**config.mk**
```make
export PLATFORM = sky130hd
export DESIGN_NAME = fetch_sequencer
export DESIGN_NICKNAME = d
export VERILOG_FILES = /design/src/rtl/fetch_sequencer_pkg.sv /design/src/rtl/fetch_sequencer_next_pc_calc.sv /design/src/rtl/fetch_sequencer.sv
export SDC_FILE = /design/constraint.sdc
export NUM_CORES = 1
export LEC_CHECK = 0
export CAP_MARGIN = 10
export CORE_UTILIZATION = 42
export DETAILED_ROUTE_END_ITERATION = 10
export PLACE_DENSITY = 0.78
export SETUP_SLACK_MARGIN = 0.02
export SYNTH_ARGS = -nofsm -noshare
export SYNTH_HDL_FRONTEND = slang
export SYNTH_SLANG_ARGS = --single-unit
export TNS_END_PERCENT = 10
```
**constraint.sdc**
```tcl
create_clock -name clk -period 3.6 [get_ports clk]
set_input_delay 0.54 -clock clk [delete_from_list [all_inputs] [get_ports clk]]
set_output_delay 0.54 -clock clk [all_outputs]
set_load 0.02 [all_outputs]
```
**src/rtl/fetch_sequencer_pkg.sv**
```systemverilog
// Shared definitions for the fetch sequencer: FSM encoding, reset PC and
// the J-format target field width.
package fetch_sequencer_pkg;

    typedef enum logic [1:0] {
        FETCH    = 2'd0,
        ISSUE    = 2'd1,
        SYS_WAIT = 2'd2,
        HALT     = 2'd3
    } state_e;

    // Base of the text segment.
    localparam logic [31:0] RESET_PC_DEFAULT = 32'h0040_0000;

    // J/JAL carry a 26-bit word index in inst[25:0].
    localparam int TGT_W = 26;

endpackage

```
**src/rtl/fetch_sequencer_next_pc_calc.sv**
```systemverilog
// Combinational next-PC selection for one issued instruction, plus the
// alignment check on redirect targets. Syscall outranks every redirect.
module next_pc_calc
    import fetch_sequencer_pkg::*;
#(
    parameter int WIDTH = 32
) (
    input  logic [WIDTH-1:0] pc_i,
    input  logic [TGT_W-1:0] inst_i,
    input  logic [WIDTH-1:0] rs_value_i,
    input  logic             jump_i,
    input  logic             jr_i,
    input  logic             branch_i,
    input  logic             branch_taken_i,
    input  logic             syscall_i,
    output logic [WIDTH-1:0] pc_plus4_o,
    output logic [WIDTH-1:0] next_pc_o,
    output logic             misaligned_o
);

    logic [WIDTH-1:0] br_off;
    logic             redirect;

    // Prioritised target mux; only real redirects are alignment-checked.
    always_comb begin
        pc_plus4_o = pc_i + WIDTH'(4);
        br_off     = {{14{inst_i[15]}}, inst_i[15:0], 2'b00};
        next_pc_o  = pc_plus4_o;
        redirect   = 1'b0;
        if (syscall_i) begin
            next_pc_o = pc_plus4_o;
        end else if (jr_i) begin
            next_pc_o = rs_value_i;
            redirect  = 1'b1;
        end else if (jump_i) begin
            next_pc_o = {pc_plus4_o[31:28], inst_i, 2'b00};
            redirect  = 1'b1;
        end else if (branch_i && branch_taken_i) begin
            next_pc_o = pc_plus4_o + br_off;
            redirect  = 1'b1;
        end
        misaligned_o = redirect && (next_pc_o[1:0] != 2'b00);
    end

endmodule

```
**src/rtl/fetch_sequencer.sv**
```systemverilog
// Fetch sequencer: owns the PC, fetches one word per request from
// instruction memory and presents it to decode for a single issue cycle.
module fetch_sequencer
    import fetch_sequencer_pkg::*;
#(
    parameter logic [31:0] RESET_PC = RESET_PC_DEFAULT,
    parameter int          WIDTH    = 32
) (
    input  logic             clk,
    input  logic             rst,
    output logic             imem_req,
    output logic [WIDTH-1:0] imem_addr,
    input  logic             imem_ready,
    input  logic [WIDTH-1:0] imem_rdata,
    output logic [WIDTH-1:0] inst,
    output logic             inst_valid,
    output logic [WIDTH-1:0] pc,
    output logic [WIDTH-1:0] link_addr,
    input  logic             jump_i,
    input  logic             jr_i,
    input  logic             branch_i,
    input  logic             branch_taken_i,
    input  logic             syscall_i,
    input  logic [WIDTH-1:0] rs_value_i,
    input  logic             sys_done_i,
    input  logic             sys_exit_i,
    output logic             halted,
    output logic             misaligned_err
);

    state_e           state_q, state_d;
    logic [WIDTH-1:0] pc_q, pc_d;
    logic [WIDTH-1:0] inst_q, inst_d;
    logic             mis_q, mis_d;

    logic [WIDTH-1:0] pc_plus4;
    logic [WIDTH-1:0] next_pc;
    logic             target_mis;

    next_pc_calc #(.WIDTH(WIDTH)) u_npc (
        .pc_i           (pc_q),
        .inst_i         (inst_q[TGT_W-1:0]),
        .rs_value_i     (rs_value_i),
        .jump_i         (jump_i),
        .jr_i           (jr_i),
        .branch_i       (branch_i),
        .branch_taken_i (branch_taken_i),
        .syscall_i      (syscall_i),
        .pc_plus4_o     (pc_plus4),
        .next_pc_o      (next_pc),
        .misaligned_o   (target_mis)
    );

    // Next-state logic and state-decoded outputs; reset masks the
    // handshake so a ready seen during reset has no effect.
    always_comb begin
        state_d    = state_q;
        pc_d       = pc_q;
        inst_d     = inst_q;
        mis_d      = mis_q;
        imem_req   = 1'b0;
        inst_valid = 1'b0;
        halted     = 1'b0;
        unique case (state_q)
            FETCH: begin
                imem_req = 1'b1;
                if (imem_ready) begin
                    inst_d  = imem_rdata;
                    state_d = ISSUE;
                end
            end
            ISSUE: begin
                inst_valid = 1'b1;
                if (syscall_i) begin
                    pc_d    = pc_plus4;
                    state_d = SYS_WAIT;
                end else if (target_mis) begin
                    mis_d   = 1'b1;
                    state_d = HALT;
                end else begin
                    pc_d    = next_pc;
                    state_d = FETCH;
                end
            end
            SYS_WAIT: begin
                if (sys_done_i) begin
                    state_d = sys_exit_i ? HALT : FETCH;
                end
            end
            HALT: begin
                halted = 1'b1;
            end
            default: state_d = FETCH;
        endcase
        if (rst) begin
            imem_req   = 1'b0;
            inst_valid = 1'b0;
            halted     = 1'b0;
        end
    end

    // State, PC, instruction and sticky error registers.
    always_ff @(posedge clk) begin
        if (rst) begin
            state_q <= FETCH;
            pc_q    <= RESET_PC;
            inst_q  <= '0;
            mis_q   <= 1'b0;
        end else begin
            state_q <= state_d;
            pc_q    <= pc_d;
            inst_q  <= inst_d;
            mis_q   <= mis_d;
        end
    end

    assign imem_addr      = pc_q;
    assign pc             = pc_q;
    assign inst           = inst_q;
    assign link_addr      = pc_plus4;
    assign misaligned_err = mis_q;

endmodule

```
==> impl_results.md <==
* Status: complete, no violations
* Switching part of the total at 41.6%
* Area of the mapped netlist at 6020 um^2
* Internal Power at 2.48 mW
* DRT antenna net count at 0
* Largest family of logic cells by synthesized area: compound AO/OA/AOI/OAI gates
* Die footprint at 14800 um^2
* CTS tree: yes
* WL final at 22900 um
* WP data required at 3830 ps
* Sequential fraction of the synthesis area at 22.3%
* Die Height at 122 um
* Power per cell area at 471 nW/um^2
* Setup Skew at 6.78 ps
* Final GP Congestion at 0.971
* CTS Hold Buffers Added at 0
* Yosys cell types at 80
* Nets at 1139
* Final setup vio count at 0
* Post-Synth Simple-Gate Area at 22.3%
* Synth Net Count at 936
* Std-Cell Rows at 43
* Crit end category: flip-flop
* VDD IR max at 0.289 mV
* Switch Pwr at 1.76 mW
* Post-synth ARST share at 0%
* Vias/cell at 5.91
* Chip width at 122 um
* Share of post-route cells with drive strength above 1 at 15.4%
* IO Port Bufs at 205
* Drt pass-1 iters at 5
* Max-slew violation count at 0
* First-pass GRT wire length at 35300 um
* Max frequency at 284 MHz
* HP Class: reg -> reg
* Comb pwr share at 52.1%
* Slew HR at 21.6%
* Critical setup path kind: reg -> reg
* Final worst path period need at 3520 ps
* Area Overhead vs Synth at 49.2%
* Synth Warn # at 0
* Fin Hold WS at 455 ps
* Syn avg cell area at 7.34 um^2
* Placed cell areas at 8430 um^2
* WP buf/inv at 0
* CTS max path bufs at 2
* Number of global-route vias before repair at 6759
* Post-synth EDFFs at 0
* Io pins at 206
* Root Driver: clkbuf_16
* RSZ-0062 raised after global routing: yes
* Slowest cell on the critical path: or4_1
* Flops & latches, synth at 67
* Post-synthesis adder-cell area fraction at 8.64%
* Clock Pin Slew Worst Setup and Hold Paths at 60 ps
* Clock share of power at 24.0%
* CP Max Fanout at 7
* 1st-iter DRT viols at 684
* Routed WL per cell at 19.0 um
* Pleak at 3.59 nW
* H-tree Lvls at 3
* Detail Placement HPWL at 16500 um
* N_diodes at 0
* Power after layout at 4.24 mW
* Mux contribution to synthesized area at 0.852%
* Core Area at 13900 um^2
* Vias after detailed routing at 7143
* Hold Fails Final Rpt at 0
* Crit-path max cell delay at 410 ps
* Commonest cells after routing, fill and taps aside: clkdlybuf4s50_1 (204), nand2_1 (124), a21oi_1 (91), nor2_1 (68), buf_4 (67)
* Xor/xnor share of the synthesized area at 6.83%
* Most common flop cell mapped by yosys: dfxtp_1
* Global-route usage over all layers at 30.7%
* CP startpoint kind: flip-flop
* Num CTS Buffers at 9
* Cell family with most CP delay: compound AO/OA/AOI/OAI gates
* Initial antenna violation count at 0
* Fin crit share at 97.6%
* Initial Util at 43.2%
* Clock Sinks at 67
* Crit path cell chain: ha_4 > and4_4 > and3_4 > nand2_4 > xnor2_4 > ha_4 > a21o_1 > o2bb2ai_2 > or4_1 > a31o_1 > a41oi_4 > nor2_2 > mux2i_1 > a2111oi_2 > o22ai_1
* DRC Markers at 0
* Design Area, Final at 8990 um^2
* Worst-Margin Slew at 1170 ps
* Worst-Skew Late Latency at 350 ps
* Compound-Gate Fraction of Synth Area at 29.1%
* CP arrival at 3740 ps
* Commonest non-fill, non-tap cell in the layout: clkdlybuf4s50_1
* Most used cell, CP: ha_4
* Synthesized instance count at 821
* Sequential share of power at 23.9%
* Grt ovf at 0
* Max cap viols at 0
* Largest net degree at the start of global routing at 57
-- registers in the layout, summed over array words and instances (netlist names) --
| name | cells |
|---|---|
| imem_addr | 32 |
| inst | 32 |
| misaligned_err | 1 |
| state_q | 2 |
-- per-layer routing --
layer | vias to the layer above | GRT usage (%) | wire [um]
met1 | 3342 | 39.1 | 9360
li1 | 3355 | - | -
met5 | - | 0 | 0
met4 | 0 | 11.9 | 643
met3 | 61 | 7.91 | 2030
met2 | 385 | 49.4 | 10900
-- logic make-up (layout without fill, tap and decap cells) --
logic type / Yosys count / in the layout
AOI/OAI and AO/OA: 258 / 258
xor gates and xnor gates: 47 / 47
adders and majority gates: 41 / 41
buffers and inverters: 106 / 314
DFF: 67 / 67
muxes: 5 / 5
and+or+nand+nor: 297 / 297
-- worst paths after layout --
check / to / slack, ps / cells past startpoint / from
min reg2reg: inst[26] / 450 / 2 / inst[26]
min: inst[26] / 450 / 2 / inst[26]
max reg2reg: imem_addr[29] / 80 / 15 / imem_addr[2]
max: imem_addr[29] / 80 / 15 / imem_addr[2]
-- power by group through the flow --
| stage | logic [mW] | registers (mW) | clock network (mW) |
|---|---|---|---|
| detailed placement | 2.09 | 1.02 | 0 |
| finish | 2.21 | 1.01 | 1.02 |
| CTS | 2.11 | 1.01 | 1.02 |
| floorplan | 1.15 | 1.14 | 0 |
| global route | 2.37 | 1.03 | 1.05 |
| global placement | 2.07 | 1.02 | 0 |
-- synth_stat cells (all sizes together) (3+ instances only) --
cell | n | area share (%)
nand2 | 125 | 7.8
a21oi | 94 | 8.1
nor2 | 74 | 4.8
dfxtp | 67 | 22
buf | 48 | 5.9
o21ai | 41 | 3.4
ha | 40 | 8.3
nand3 | 32 | 2.7
clkbuf | 31 | 2.2
xnor2 | 29 | 4.2
inv | 24 | 1.5
a221oi | 18 | 2.6
xor2 | 18 | 2.6
nor3 | 14 | 1.2
a21o | 12 | 1.5
and3 | 12 | 1.3
nand4 | 11 | 1.1
a31oi | 10 | 1.0
o211ai | 9 | 1.1
a211oi | 8 | 1.2
o221ai | 7 | 1.1
o22ai | 7 | 0.83
and2 | 6 | 0.62
o21bai | 6 | 0.75
a2111oi | 4 | 0.69
a22oi | 4 | 0.50
and4 | 4 | 0.62
mux2i | 4 | 0.66
nor2b | 4 | 0.42
nor3b | 4 | 0.50
o31ai | 4 | 0.73
o32ai | 4 | 0.58
a211o | 3 | 0.44
a221o | 3 | 0.50
a31o | 3 | 0.44
nand2b | 3 | 0.31
o2111ai | 3 | 0.44
o21a | 3 | 0.37
o41ai | 3 | 0.75
or4 | 3 | 0.37
-- through the flow --
stage                     instances  setup TNS (ps)  utilization, %  setup WS [ps]
final                          1209               0            64.5           84.9
after detailed placement       1185               0            60.5           38.9
after floorplan                 821           -4.64               -          -4.64
after CTS                      1201               0            62.9           31.3
after global placement         1185               0            60.5            135
after global routing           1209            -176            64.5          -82.4
-- tightest hold or removal path, delay by kind of cell, from the launching register on --
family | cells | cell delay (ps)
AND/OR/NAND/NOR | 1 | 50
flip-flops | 1 | 310
AO/OA/AOI/OAI | 1 | 50
-- area by class of cell --
class | instances | area [um^2]
Multi-Input combinational cell | 648 | 4410
Inverter | 25 | 93.8
Clock buffer | 9 | 225
Clock inverter | 7 | 106
Fill cell | 1206 | 4950
Timing Repair Buffer | 273 | 2560
Tap cell | 180 | 225
Sequential cell | 67 | 1370
-- what timing repair did --
item / 4_1_cts / 5_1_grt
setup buffers: 0 / 8
pin swaps: 0 / 14
setup endpoints to repair: 1 / 19
resized for setup: 1 / 32
Power figures use the tool's default switching activity.
